### config.mk
export PLATFORM = sky130hd
export DESIGN_NAME = noc_input_port_flat
export DESIGN_NICKNAME = d
export VERILOG_FILES = /design/src/rtl/noc_pkg.sv /design/src/rtl/noc_input_port_if.sv /design/src/rtl/noc_route_calc.sv /design/src/rtl/noc_input_port.sv /design/src/flat_wrapper.sv
export SDC_FILE = /design/constraint.sdc
export NUM_CORES = 1
export LEC_CHECK = 0
export ABC_AREA = 1
export BUFFER_PORTS_ARGS = -buffer_cell sky130_fd_sc_hd__buf_2
export CORE_MARGIN = 3
export CORE_UTILIZATION = 40
export DETAILED_ROUTE_END_ITERATION = 8
export PLACE_DENSITY = 0.58
export RECOVER_POWER = 50
export SLEW_MARGIN = 20
export SYNTH_ARGS = -nofsm -noshare
export SYNTH_HDL_FRONTEND = slang
export SYNTH_SLANG_ARGS = --single-unit
### constraint.sdc
create_clock -name clk -period 4.1 [get_ports clk]
set_clock_uncertainty 0.1 [all_clocks]
set_input_delay 0.82 -clock clk [delete_from_list [all_inputs] [get_ports clk]]
set_output_delay 0.82 -clock clk [all_outputs]
set_load 0.02 [all_outputs]
### src/rtl/noc_pkg.sv
// Shared types and flit-field helpers for the mesh NoC router ports.
package noc_pkg;

  localparam int FLIT_W      = 16;
  localparam int COORD_W_DEF = 2;
  localparam int DEST_X_MSB  = FLIT_W - 1;
  localparam int DEST_Y_MSB  = DEST_X_MSB - COORD_W_DEF;

  typedef enum logic [2:0] {
    ROUTE_N = 3'd0,
    ROUTE_S = 3'd1,
    ROUTE_E = 3'd2,
    ROUTE_W = 3'd3,
    ROUTE_L = 3'd4
  } route_t;

  // Extracts a w-bit field whose top bit sits at msb; callers truncate to their width.
  function automatic logic [7:0] dest_field(input logic [FLIT_W-1:0] flit,
                                            input int msb, input int w);
    logic [FLIT_W-1:0] s;
    logic [7:0]        mask;
    s    = flit >> (msb - w + 1);
    mask = 8'((1 << w) - 1);
    return s[7:0] & mask;
  endfunction

endpackage

### src/rtl/noc_input_port_if.sv
// Link-side and crossbar-side signal bundle of one router input port.
// Handshake: a flit moves on a rising edge when link_valid_i && link_ready_o; the head is consumed when pop_req_i && valid_o.
interface noc_input_port_if
  import noc_pkg::*;
#(
  parameter int DEPTH = 4
) ();
  localparam int CNT_W = $clog2(DEPTH) + 1;

  logic [FLIT_W-1:0] link_data_i;
  logic              link_valid_i;
  logic              link_ready_o;
  logic [FLIT_W-1:0] q_o;
  logic              valid_o;
  route_t            route_o;
  logic              pop_req_i;
  logic [CNT_W-1:0]  count_o;
  logic              pop_err_o;

  modport slave (
    input  link_data_i, link_valid_i, pop_req_i,
    output link_ready_o, q_o, valid_o, route_o, count_o, pop_err_o
  );

  modport master (
    output link_data_i, link_valid_i, pop_req_i,
    input  link_ready_o, q_o, valid_o, route_o, count_o, pop_err_o
  );
endinterface

### src/rtl/noc_route_calc.sv
// Combinational XY route decision for a flit arriving at router (X_ID, Y_ID).
module noc_route_calc
  import noc_pkg::*;
#(
  parameter int COORD_W = 2,
  parameter int X_ID    = 1,
  parameter int Y_ID    = 1
) (
  input  logic [FLIT_W-1:0] flit,
  output route_t            route
);
  localparam int DY_MSB = DEST_Y_MSB + COORD_W_DEF - COORD_W;
  localparam logic [COORD_W-1:0] X_C = COORD_W'(X_ID);
  localparam logic [COORD_W-1:0] Y_C = COORD_W'(Y_ID);

  logic [COORD_W-1:0] dest_x;
  logic [COORD_W-1:0] dest_y;

  assign dest_x = COORD_W'(dest_field(flit, DEST_X_MSB, COORD_W));
  assign dest_y = COORD_W'(dest_field(flit, DY_MSB, COORD_W));

  // X is fully resolved before Y is considered, which keeps the mesh deadlock-free.
  always_comb begin
    route = ROUTE_L;
    if (dest_x > X_C)      route = ROUTE_E;
    else if (dest_x < X_C) route = ROUTE_W;
    else if (dest_y > Y_C) route = ROUTE_N;
    else if (dest_y < Y_C) route = ROUTE_S;
  end
endmodule

### src/rtl/noc_input_port.sv
// Router input port: flit FIFO with a parallel route array filled at push time.
module noc_input_port
  import noc_pkg::*;
#(
  parameter int DEPTH   = 4,
  parameter int COORD_W = 2,
  parameter int X_ID    = 1,
  parameter int Y_ID    = 1
) (
  input  logic            clk,
  input  logic            rst,
  noc_input_port_if.slave bus
);
  localparam int PTR_W = (DEPTH > 1) ? $clog2(DEPTH) : 1;
  localparam int CNT_W = $clog2(DEPTH) + 1;

  logic [FLIT_W-1:0] data_mem [DEPTH];
  route_t            route_mem[DEPTH];
  logic [PTR_W-1:0]  wr_ptr;
  logic [PTR_W-1:0]  rd_ptr;
  logic [CNT_W-1:0]  count;
  logic              pop_err;
  route_t            push_route;
  logic              full;
  logic              empty;
  logic              push;
  logic              pop;

  noc_route_calc #(
    .COORD_W (COORD_W),
    .X_ID    (X_ID),
    .Y_ID    (Y_ID)
  ) u_route_calc (
    .flit  (bus.link_data_i),
    .route (push_route)
  );

  // Full/empty come from registered count only, so a pop never frees a slot in the same cycle.
  assign full  = (count == CNT_W'(DEPTH));
  assign empty = (count == '0);
  assign push  = bus.link_valid_i && !full;
  assign pop   = bus.pop_req_i && !empty;

  always_ff @(posedge clk or posedge rst) begin
    if (rst) begin
      for (int i = 0; i < DEPTH; i++) begin
        data_mem[i]  <= '0;
        route_mem[i] <= ROUTE_N;
      end
      wr_ptr  <= '0;
      rd_ptr  <= '0;
      count   <= '0;
      pop_err <= 1'b0;
    end else begin
      if (push) begin
        data_mem[wr_ptr]  <= bus.link_data_i;
        route_mem[wr_ptr] <= push_route;
        wr_ptr            <= wr_ptr + PTR_W'(1);
      end
      if (pop) begin
        rd_ptr <= rd_ptr + PTR_W'(1);
      end
      case ({push, pop})
        2'b10:   count <= count + CNT_W'(1);
        2'b01:   count <= count - CNT_W'(1);
        default: count <= count;
      endcase
      if (bus.pop_req_i && empty) begin
        pop_err <= 1'b1;
      end
    end
  end

  assign bus.link_ready_o = !full;
  assign bus.valid_o      = !empty;
  assign bus.q_o          = data_mem[rd_ptr];
  assign bus.route_o      = route_mem[rd_ptr];
  assign bus.count_o      = count;
  assign bus.pop_err_o    = pop_err;
endmodule

### src/flat_wrapper.sv
// flat-port wrapper written by rule: the top's interface ports become plain ports
module noc_input_port_flat import noc_pkg::*;
#(
  parameter int DEPTH   = 4,
  parameter int COORD_W = 2,
  parameter int X_ID    = 1,
  parameter int Y_ID    = 1
)
  (clk, rst, bus_link_data_i, bus_link_valid_i, bus_pop_req_i, bus_link_ready_o, bus_q_o, bus_valid_o, bus_route_o, bus_count_o, bus_pop_err_o);
  noc_input_port_if #(.DEPTH(DEPTH)) bus_i ();
  input  logic clk;
  input  logic rst;
  input wire logic [$bits(bus_i.link_data_i)-1:0] bus_link_data_i;
  input wire logic [$bits(bus_i.link_valid_i)-1:0] bus_link_valid_i;
  input wire logic [$bits(bus_i.pop_req_i)-1:0] bus_pop_req_i;
  output wire logic [$bits(bus_i.link_ready_o)-1:0] bus_link_ready_o;
  output wire logic [$bits(bus_i.q_o)-1:0] bus_q_o;
  output wire logic [$bits(bus_i.valid_o)-1:0] bus_valid_o;
  output wire logic [$bits(bus_i.route_o)-1:0] bus_route_o;
  output wire logic [$bits(bus_i.count_o)-1:0] bus_count_o;
  output wire logic [$bits(bus_i.pop_err_o)-1:0] bus_pop_err_o;
  assign bus_i.link_data_i = bus_link_data_i;
  assign bus_i.link_valid_i = bus_link_valid_i;
  assign bus_i.pop_req_i = bus_pop_req_i;
  assign bus_link_ready_o = bus_i.link_ready_o;
  assign bus_q_o = bus_i.q_o;
  assign bus_valid_o = bus_i.valid_o;
  assign bus_route_o = bus_i.route_o;
  assign bus_count_o = bus_i.count_o;
  assign bus_pop_err_o = bus_i.pop_err_o;
  noc_input_port #(.DEPTH(DEPTH), .COORD_W(COORD_W), .X_ID(X_ID), .Y_ID(Y_ID)) u_core (.clk(clk), .rst(rst), .bus(bus_i));
endmodule
==> summary.md, run 1 <==
| Metric | Value |
|---|---|
| # DRC | 0 |
| CTS Buf Count | 9 |
| Core area | around 9400 µm² |
| Post_cts resized | 0 |
| Die Area | around 11,000 µm² |
| Worst slack at placement | between 1000 and 1500 ps |
| Final WL | around 8.4 mm |
| Gr usage total | roughly 16% |
| RSZ-0062 raised after global routing | false |
| PD cells | around 860 nW/µm² |
| Netlist Area Pre-Place | ~4000 µm² |
| Fin worst setup slack | 714.0 ps |
| Period utilization | between 80 and 90% |
| Seq cells post-synth | 84 |
| Compound-cell area share of the yosys netlist | between 20% and 30% |
| Layout cells sized above 1 | between 20% and 30% |
| Clk network pwr share | between 15 and 20% |
| Fin crit period | between 3000 and 4000 ps |
| Sequential element share of the synthesized area | a little over half |
| Initial antenna violation count | 0 |
| Number of DRC markers in iteration 0 | 85 |
| Buffer count from post-CTS setup fixing | 0 |
| Die span in x | approximately 110 µm |
| Maximum fanout along the worst path | 20 |
| Synth-to-layout area growth | 8.404% |
| Worst-Skew Late Latency | 350 ps |
| Switch share | 44.25% |
| Critical path class | reg2out |
| DIE HEIGHT | around 110 µm |
| WL per Instance | between 10 and 15 µm |
| Yosys warns | 0 |
| Logic gate share of total power | 46.2% |
| Leading area contributor after synthesis | dfrtp_1 |
| Antenna Violating Nets Remaining | 0 |
| F_max | 0.2953 GHz |
| Max-cap viol count | 1 |
| CTS tree | built |
| Clk sinks | 84 |
| Post-synthesis mux area share | 0% |
| Most common flop cell mapped by yosys | dfrtp_1 |
| Placed inst area | 4146 µm² |
| Leakage | slightly above 2 nW |
| Initial Util | a little over two fifths |
| Violated checks | capacitance limit, slew limit |
| Simple-gate share of the synthesized area | approximately 14% |
| Final setup fails | 0 |
| Largest family of logic cells by synthesized area | compound AO/OA/AOI/OAI gates |
| Global-route congestion overflow total | 0 |
| CTS Root Cell | clkbuf_8 |
| Vias in the first global route | a little under 3,000 |
| Clk buf depth | 2 |
| GPL Wtd Cong | 0.6909 |
| R2R Setup Slk | around 1500 ps |
| Port-buffer cells | 44 |
| Drt pass-1 iters | 4 |
| Relative slew slack | -62.86% |
| Via count | 2,895 |
| Post-synthesis xor/xnor area fraction | about 1.1% |
| Critical-path cell list | inv_1 -> clkbuf_1 -> o21ai_0 -> o22ai_1 -> buf_2 |
| Async set-reset flop share out of synthesis | 100.0% |
| CTS Hold Bufs | 0 |
| Yosys top cell area share | ~53% |
| Post-Synthesis Cells | 420 |
| Critical path's largest stage delay | a little over 700 ps |
| First-pass GRT wire length | 14.30 mm |
| Fin area | between 4000 and 5000 µm² |
| Ports | 45 |
| Sw power | between 0.0015 and 0.002 W |
| Avg Cell Area, Syn | around 9.4 µm² |
| Mapped Nets | approximately 450 |
| Arrival time worst endpoint | between 2000 and 2500 ps |
| Final TNS setup | 0 ps |
| Hpwl dp | between 5 and 6 mm |
| Largest net degree at the start of global routing | 55 |
| Crit-path slowest cell | clkbuf_1 |
| P_int | between 0.002 and 0.0025 W |
| Final hold vios | 0 |
| Cell variety after synth | 25 |
| Vias per cell | just under 5 |
| CP required | 3180 ps |
| Top post-synthesis cells by area | dfrtp_1 (53%), o21ai_0 (9.2%), o21ai_2 (8.2%) |
| Antenna cells | 0 |
| CTS clock-pin slew for the worst setup and hold paths | 80 ps |
| Peak supply drop | 0.4534 mV |
| Slew of the pin with the lowest slew margin | roughly 2400 ps |
| Site Rows | 35 |
| Crit. End Element | output pin |
| H-tree levels | 3 |
| Post-synth EDFFs | 0 |
| Reg power frac | 38.8% |
| Hold Crit Class | reg2reg |
| Adder-Cell Fraction of Synth Area | approximately 2.1% |
| Max-slew violations | 55 |
| Fin nets | approximately 480 |
| Critical Path Source Type | register |
| Run status | finished, violations left |
area by class of cell:
cell class                      count  area, µm²
Clock buffer                       11      151.4
Clock inverter                      5      36.28
Fill cell                         964       5122
Inverter                           27      102.6
Multi-Input combinational cell    282       1506
Sequential cell                    84       2102
Tap cell                          129      161.4
Timing Repair Buffer               48      232.7
kinds of logic (layout without fill, tap and decap cells):
group | Yosys count | count (layout)
compound gates | 137 | 137
flops | 84 | 84
simple gates | 134 | 134
buf+inv | 54 | 91
xor+xnor | 5 | 5
fa+ha+maj | 6 | 6
critical path: cells and delay by family (launching register included):
family	cells	cell delay, ps
flip-flops	1	380
buffers and inverters	3	1390
AO/OA/AOI/OAI	2	340
cell usage in the layout (no fill, tap or decap), types with 2 or more instances in the layout:
cell type	n
nand2_1	87
dfrtp_1	84
o21ai_0	74
nor2_1	39
buf_2	39
o21ai_2	36
inv_1	26
o22ai_1	19
clkbuf_8	11
clkbuf_1	8
o21ai_1	7
ha_1	5
nand3_1	3
nand3_2	3
xor2_1	3
clkinvlp_4	3
xnor2_1	2
power groups by stage:
| stage | sequential, W | combinational, W | clock (W) |
|---|---|---|---|
| after floorplan | 0.00140 | 0.00139 | 0 |
| after global placement | 0.00143 | 0.00172 | 0 |
| after detailed placement | 0.00145 | 0.00175 | 0 |
| after CTS | 0.00143 | 0.00176 | 0.000571 |
| after global routing | 0.00148 | 0.00193 | 0.000603 |
| final | 0.00143 | 0.00170 | 0.000555 |
synth_stat cells, types with 4 or more instances:
library cell,number
nand2_1,86
o22ai_1,19
buf_6,9
inv_1,27
clkbuf_1,7
dfrtp_1,84
nor2_1,38
ha_1,5
nand3_2,4
o21ai_1,7
clkbuf_2,4
o21ai_0,73
o21ai_2,37
worst paths after layout:
check	startpoint	depth (start not counted)	end
hold / removal	u_core.data_mem[26]	2	u_core.data_mem[26]
hold reg to reg	u_core.data_mem[26]	2	u_core.data_mem[26]
setup / recovery	u_core.rd_ptr[0]	5	bus_q_o[15]
setup reg to reg	u_core.bus.count_o[0]	4	u_core.data_mem[20]
min in group asynchronous	rst	2	u_core.data_mem[8]
max in group asynchronous	rst	3	u_core.data_mem[38]
through the flow:
| stage | cells | total power, W | util, % | hold WS [ps] |
|---|---|---|---|---|
| floorplan | 420 | 0.002786 | - | 347.8 |
| global placement | 570 | 0.003153 | 44.04 | 349.1 |
| detailed placement | 570 | 0.003200 | 44.04 | 363.0 |
| CTS | 586 | 0.003763 | 46.03 | 383.3 |
| global route | 586 | 0.004012 | 45.59 | 404.7 |
| finish | 586 | 0.003679 | 45.59 | 381.3 |
state kept, by name, summed over array words and instances, names as in the netlist:
signal                count
u_core.bus.count_o        3
u_core.wr_ptr             2
u_core.bus.pop_err_o      1
u_core.rd_ptr             2
u_core.route_mem         12
u_core.data_mem          64
metal layers:
metal | up-vias | share of wire, % | global-route usage (%)
met5 | - | 0 | 0
met4 | 0 | 1.3 | 5.273
met3 | 9 | 3.0 | 2.511
met2 | 47 | 47 | 26.59
met1 | 1389 | 48 | 21.13
li1 | 1450 | - | -
Note: power is estimated with default switching activity, not from simulation.
==> run 2: changes to the inputs <==
--- a/config.mk
+++ b/config.mk
@@ -10,7 +10,7 @@
 export CORE_MARGIN = 3
 export CORE_UTILIZATION = 40
 export DETAILED_ROUTE_END_ITERATION = 8
-export PLACE_DENSITY = 0.58
+export PLACE_DENSITY = 0.6
 export RECOVER_POWER = 50
 export SLEW_MARGIN = 20
 export SYNTH_ARGS = -nofsm -noshare
==> constraint.sdc (replaced) <==
create_clock -name clk -period 2.9 [get_ports clk]
set_clock_uncertainty 0.1 [all_clocks]
set_input_delay 0.58 -clock clk [delete_from_list [all_inputs] [get_ports clk]]
set_output_delay 0.58 -clock clk [all_outputs]
set_load 0.02 [all_outputs]
==> summary.md, run 2 (same netlist as run 1, synthesis figures left out) <==
| Metric | Value |
|---|---|
| Worst-Skew Late Latency | ~340 ps |
| Arrival time worst endpoint | 1830 ps |
| Placed inst area | around 4200 µm² |
| Slew of the pin with the lowest slew margin | around 2100 ps |
| CTS Root Cell | clkbuf_8 |
| GPL Wtd Cong | about 0.73 |
| Site Rows | 35 |
| Core area | 9415 µm² |
| Initial antenna violation count | 0 |
| CTS tree | built |
| Reg with most FFs | u_core.data_mem |
| Reg area | 2102 µm² |
| DIE HEIGHT | between 100 and 150 µm |
| Hold Crit Class | reg2reg |
| Die Area | around 11,000 µm² |
| H-tree levels | 3 |
| Crit. End Element | output pin |
| Fin crit period | about 2500 ps |
| Largest register FFs | 64 |
| First-pass GRT wire length | roughly 15 mm |
| Peak supply drop | between 0.5 and 0.6 mV |
| Post_cts resized | 0 |
| Maximum fanout along the worst path | 19 |
| Area of the multi-input gates | 1515 µm² |
| Final hold vios | 0 |
| Layout cells sized above 1 | 22.39% |
| Synth-to-layout area growth | 9.731% |
| Largest net degree at the start of global routing | 48 |
| Critical path's largest stage delay | 470 ps |
| CTS clock-pin slew for the worst setup and hold paths | about 70 ps |
| WL per Instance | around 15 µm |
| Leakage | 2.083 nW |
| Crit-path leading delay family | buffers and inverters |
| Die span in x | 105.5 µm |
| Period utilization | between 80% and 90% |
| Hold Slack | 376.3 ps |
| Vias in the first global route | 2,914 |
| Fin nets | 482 |
| Critical-path cell list | inv_1 -> o21ai_0 -> o22ai_1 -> buf_2 |
| CP required | ~2200 ps |
| Antenna Violating Nets Remaining | 0 |
| CTS Buf Count | 9 |
| Crit-path slowest cell | inv_1 |
| F_max | approximately 0.40 GHz |
| Final TNS setup | 0 ps |
| Fin area | between 4000 and 5000 µm² |
| Gr usage total | roughly 16% |
| PD cells | ~1200 nW/µm² |
| Max-slew violations | between 40 and 50 |
| Vias per cell | 4.975 |
| Critical Path Source Type | register |
| Fillers | 948 |
| Ports | 45 |
| Critical path class | reg2out |
| Antenna cells | 0 |
| Initial Util | between 40% and 50% |
| Crit path buf inv count | 2 |
| Core Util, Final | between 40% and 50% |
| Hpwl dp | 5.246 mm |
| Clk buf depth | 2 |
| Global-route congestion overflow total | 0 |
| Commonest non-fill, non-tap cell in the layout | nand2_1 |
| Run status | finished, violations left |
| Max-cap viol count | 1 |
| Port-buffer cells | 44 |
| Final setup fails | 0 |
| Violated checks | capacitance limit, slew limit |
| # DRC | 0 |
| Final WL | ~8.5 mm |
| Drt pass-1 iters | 5 |
| Via count | 2,930 |
| Buffer count from post-CTS setup fixing | 0 |
| RSZ-0062 raised after global routing | false |
| Number of DRC markers in iteration 0 | between 150 and 200 |
| CTS Hold Bufs | 0 |
| Relative slew slack | -39.56% |
| Clk sinks | 84 |
| Most frequent cells in the layout | nand2_1 (87), dfrtp_1 (84), o21ai_0 (73) |
==> run 2: metrics by stage <==
step / power, W / setup slack [ps] / cells
2_1_floorplan: 0.003939 / 54.86 / 420
3_3_place_gp: 0.004514 / 785.9 / 574
3_5_place_dp: 0.004586 / 710.3 / 574
4_1_cts: 0.005396 / 378.2 / 589
5_1_grt: 0.005754 / 234.4 / 589
6_report: 0.005302 / 394.6 / 589
==> run 2: power by group <==
part	total, W	leakage, nW	internal, W	switching, W
Sequential	0.00198	1.05	0.00170	0.000278
Combinational	0.00252	0.932	0.000889	0.00163
Clock	0.000796	0.0986	0.000400	0.000396
==> run 2: path summary, 6_finish.rpt <==
check / start / endpoint / depth (start not counted) / slack [ps]
worst max-delay path: u_core.rd_ptr[1] / bus_q_o[14] / 4 / 390
worst min-delay path: u_core.bus.pop_err_o / u_core.bus.pop_err_o / 1 / 380
worst max register to register: u_core.bus.count_o[0] / u_core.bus.count_o[2] / 10 / 690
worst min register to register: u_core.bus.pop_err_o / u_core.bus.pop_err_o / 1 / 380
max in group asynchronous: rst / u_core.data_mem[3] / 3 / 830
min in group asynchronous: rst / u_core.data_mem[8] / 2 / 660
==> run 2: area by class of cell <==
| class | count | share of cell area [%] |
|---|---|---|
| Sequential cell | 84 | 48.37 |
| Multi-Input combinational cell | 282 | 34.87 |
| Timing Repair Buffer | 52 | 6.363 |
| Clock buffer | 14 | 4.204 |
| Tap cell | 129 | 3.714 |
| Inverter | 27 | 2.361 |
| Clock inverter | 1 | 0.1152 |
==> run 2: metal layers <==
layer | part of all wire, % | global-route usage (%)
met5 | 0 | 0
met4 | 1.5 | 5.643
met3 | 4.4 | 2.694
met2 | 45 | 24.73
met1 | 49 | 23.82
==> run 2: worst register-to-register path: stages, from the launching register on <==
cell and delay [ps]:
dfrtp_1 420, nor2_1 190, nand2_1 230, nand2_1 200
ha_1 190, inv_1 70, fa_1 380, inv_1 80
nand2_1 60, nand3b_1 90, xor2_1 140
==> run 3: changes to the inputs <==
--- a/config.mk
+++ b/config.mk
@@ -5,7 +5,7 @@
 export SDC_FILE = /design/constraint.sdc
 export NUM_CORES = 1
 export LEC_CHECK = 0
-export ABC_AREA = 1
+export ABC_CLOCK_PERIOD_IN_PS = 2900
 export BUFFER_PORTS_ARGS = -buffer_cell sky130_fd_sc_hd__buf_2
 export CORE_MARGIN = 3
 export CORE_UTILIZATION = 40
==> summary.md, run 3 <==
| Metric | Value |
|---|---|
| Run status | finished, violations left |
| Violated checks | capacitance limit, slew limit |
| Final WL | between 7 and 8 mm |
| Core Util, Final | about half |
| Commonest non-fill, non-tap cell in the layout | dfrtp_1 |
| Yosys warns | 0 |
| Slew of the pin with the lowest slew margin | between 2000 and 2500 ps |
| Post-synth EDFFs | 0 |
| Maximum fanout along the worst path | 16 |
| Tot Pwr | between 0.005 and 0.006 W |
| Most frequent cells in the layout | dfrtp_1 (84), mux2_4 (40), buf_2 (40) |
| GPL Wtd Cong | between 0.7 and 0.8 |
| CTS tree | built |
| Initial Util | between 40% and 50% |
| WL per Instance | approximately 17 µm |
| RSZ-0062 raised after global routing | false |
| Mapped Nets | roughly 250 |
| Die Area | between 10,000 and 15,000 µm² |
| Fin crit period | ~2500 ps |
| Site Rows | 35 |
| Clk buf depth | 2 |
| Largest register FFs | 64 |
| Avg Cell Area, Syn | 17.36 µm² |
| Critical Path Source Type | register |
| Vias in the first global route | 2,329 |
| Worst slack at placement | approximately 620 ps |
| Buffer count from post-CTS setup fixing | 0 |
| Leakage | 2.029 nW |
| Sequential element share of the synthesized area | 53.10% |
| Die span in x | 105.5 µm |
| Drt pass-1 iters | 4 |
| Critical path class | reg2out |
| Netlist Area Pre-Place | 3959 µm² |
| DIE HEIGHT | ~110 µm |
| Hpwl dp | ~4.4 mm |
| Top post-synthesis cells by area | dfrtp_1 (53%), mux2_4 (15%), mux4_2 (11%) |
| Fin nets | 303 |
| Max-cap viol count | 1 |
| Layout cells sized above 1 | a little under three fifths |
| Post-Synthesis Cells | between 200 and 250 |
| Reg with most FFs | u_core.data_mem |
| Leading area contributor after synthesis | dfrtp_1 |
| First-pass GRT wire length | roughly 12 mm |
| CP required | 2220 ps |
| Via count | 2,062 |
| Cell variety after synth | 24 |
| Antenna cells | 0 |
| Ports | between 40 and 50 |
| Crit-path slowest cell | dfrtp_1 |
| Worst-Skew Late Latency | approximately 340 ps |
| Core area | approximately 9400 µm² |
| Peak supply drop | between 0.5 and 0.6 mV |
| Synth-to-layout area growth | 14.35% |
| Antenna Violating Nets Remaining | 0 |
| Post_cts resized | 0 |
| Yosys top cell area share | about 53% |
| CTS Hold Bufs | 0 |
| Async set-reset flop share out of synthesis | between 90% and 100% |
| Period utilization | 87.05% |
| CTS Buf Count | 9 |
| Crit. End Element | output pin |
| CTS clock-pin slew for the worst setup and hold paths | approximately 80 ps |
| Final hold vios | 0 |
| Critical-path cell list | buf_12 -> mux4_2 -> buf_2 |
| Max-slew violations | 85 |
| Port-buffer cells | 44 |
| Synth cell count leaders | dfrtp_1 (84), mux2_4 (40), mux2_2 (37) |
| Vias per cell | roughly 5 |
| Largest net degree at the start of global routing | between 80 and 90 |
| F_max | roughly 0.40 GHz |
| Seq cells post-synth | 84 |
| Arrival time worst endpoint | approximately 1800 ps |
| Gr usage total | between 10% and 20% |
| Fin worst setup slack | 375.5 ps |
| Relative slew slack | -37.16% |
| Initial antenna violation count | 0 |
| Hold Crit Class | in2reg |
| Number of DRC markers in iteration 0 | around 50 |
| Clk sinks | 84 |
| Cell with the most instances after synthesis | dfrtp_1 |
| # DRC | 0 |
| Final TNS setup | 0 ps |
| Global-route congestion overflow total | 0 |
| H-tree levels | 3 |
| CTS Root Cell | clkbuf_8 |
| Critical path's largest stage delay | around 540 ps |
| PD cells | approximately 1300 nW/µm² |
| Final setup fails | 0 |
| Most common flop cell mapped by yosys | dfrtp_1 |
run 3: cell types whose count changed after synthesis, sizes merged, moves of 6 or more:
cell / delta
inv: -20
mux4: +19
nand2: -85
mux2: +77
nand3: -6
clkbuf: -9
o22ai: -19
nor2: -38
o21ai: -117
run 3: cells by family after synthesis:
kind of cell             count (synthesis)  share of synthesized area [%]
XOR/XNOR                                 6                          1.328
flip-flops                              84                          53.10
multiplexers                            97                          36.76
buffers and inverters                   20                          4.393
AO/OA/AOI/OAI                            3                         0.6007
adder cells (fa/ha/maj)                  6                          2.086
AND/OR/NAND/NOR                         12                          1.739
run 3: worst max-delay path: cells and delay by family (launching register included):
family                 cells  cell delay (ps)
flip-flops                 1              540
multiplexers               1              540
buffers and inverters      2              420
run 3: path summary, 6_finish.rpt:
check	start	end	slack (ps)	cells past startpoint
worst min register to register	u_core.bus.pop_err_o	u_core.bus.pop_err_o	390	1
max in group asynchronous	rst	u_core.data_mem[47]	610	3
worst max-delay path	u_core.rd_ptr[0]	bus_q_o[1]	380	3
worst min-delay path	bus_pop_req_i	u_core.bus.pop_err_o	390	3
worst max register to register	u_core.bus.count_o[0]	u_core.bus.count_o[2]	600	8
min in group asynchronous	rst	u_core.route_mem[9]	900	3
run 3: layout make-up:
cell class                      count  area, µm²
Multi-Input combinational cell    124       1683
Inverter                            7      27.53
Clock buffer                       12      145.1
Tap cell                          129      161.4
Sequential cell                    84       2102
Timing Repair Buffer               51      287.8
Clock inverter                      4      120.1
Fill cell                         832       4888
run 3: through the flow:
step | instance area [µm²] | std cells | hold slack, ps
after global routing | 4527 | 411 | 390.4
final | 4527 | 411 | 388.6
after floorplan | 3959 | 228 | 375.1
after CTS | 4549 | 411 | 226.4
after global placement | 4284 | 395 | 356.7
after detailed placement | 4284 | 395 | 363.6
run 3: per-layer routing:
layer | track usage, % | wire (µm)
met5 | 0 | 0
met3 | 3.919 | 288
met4 | 5.061 | 106
met2 | 22.36 | 3499
met1 | 18.77 | 3231
run 3: power breakdown:
group	switching, W	internal, W
combinational	0.00113	0.00147
sequential	0.000356	0.00176
clock	0.000397	0.000684
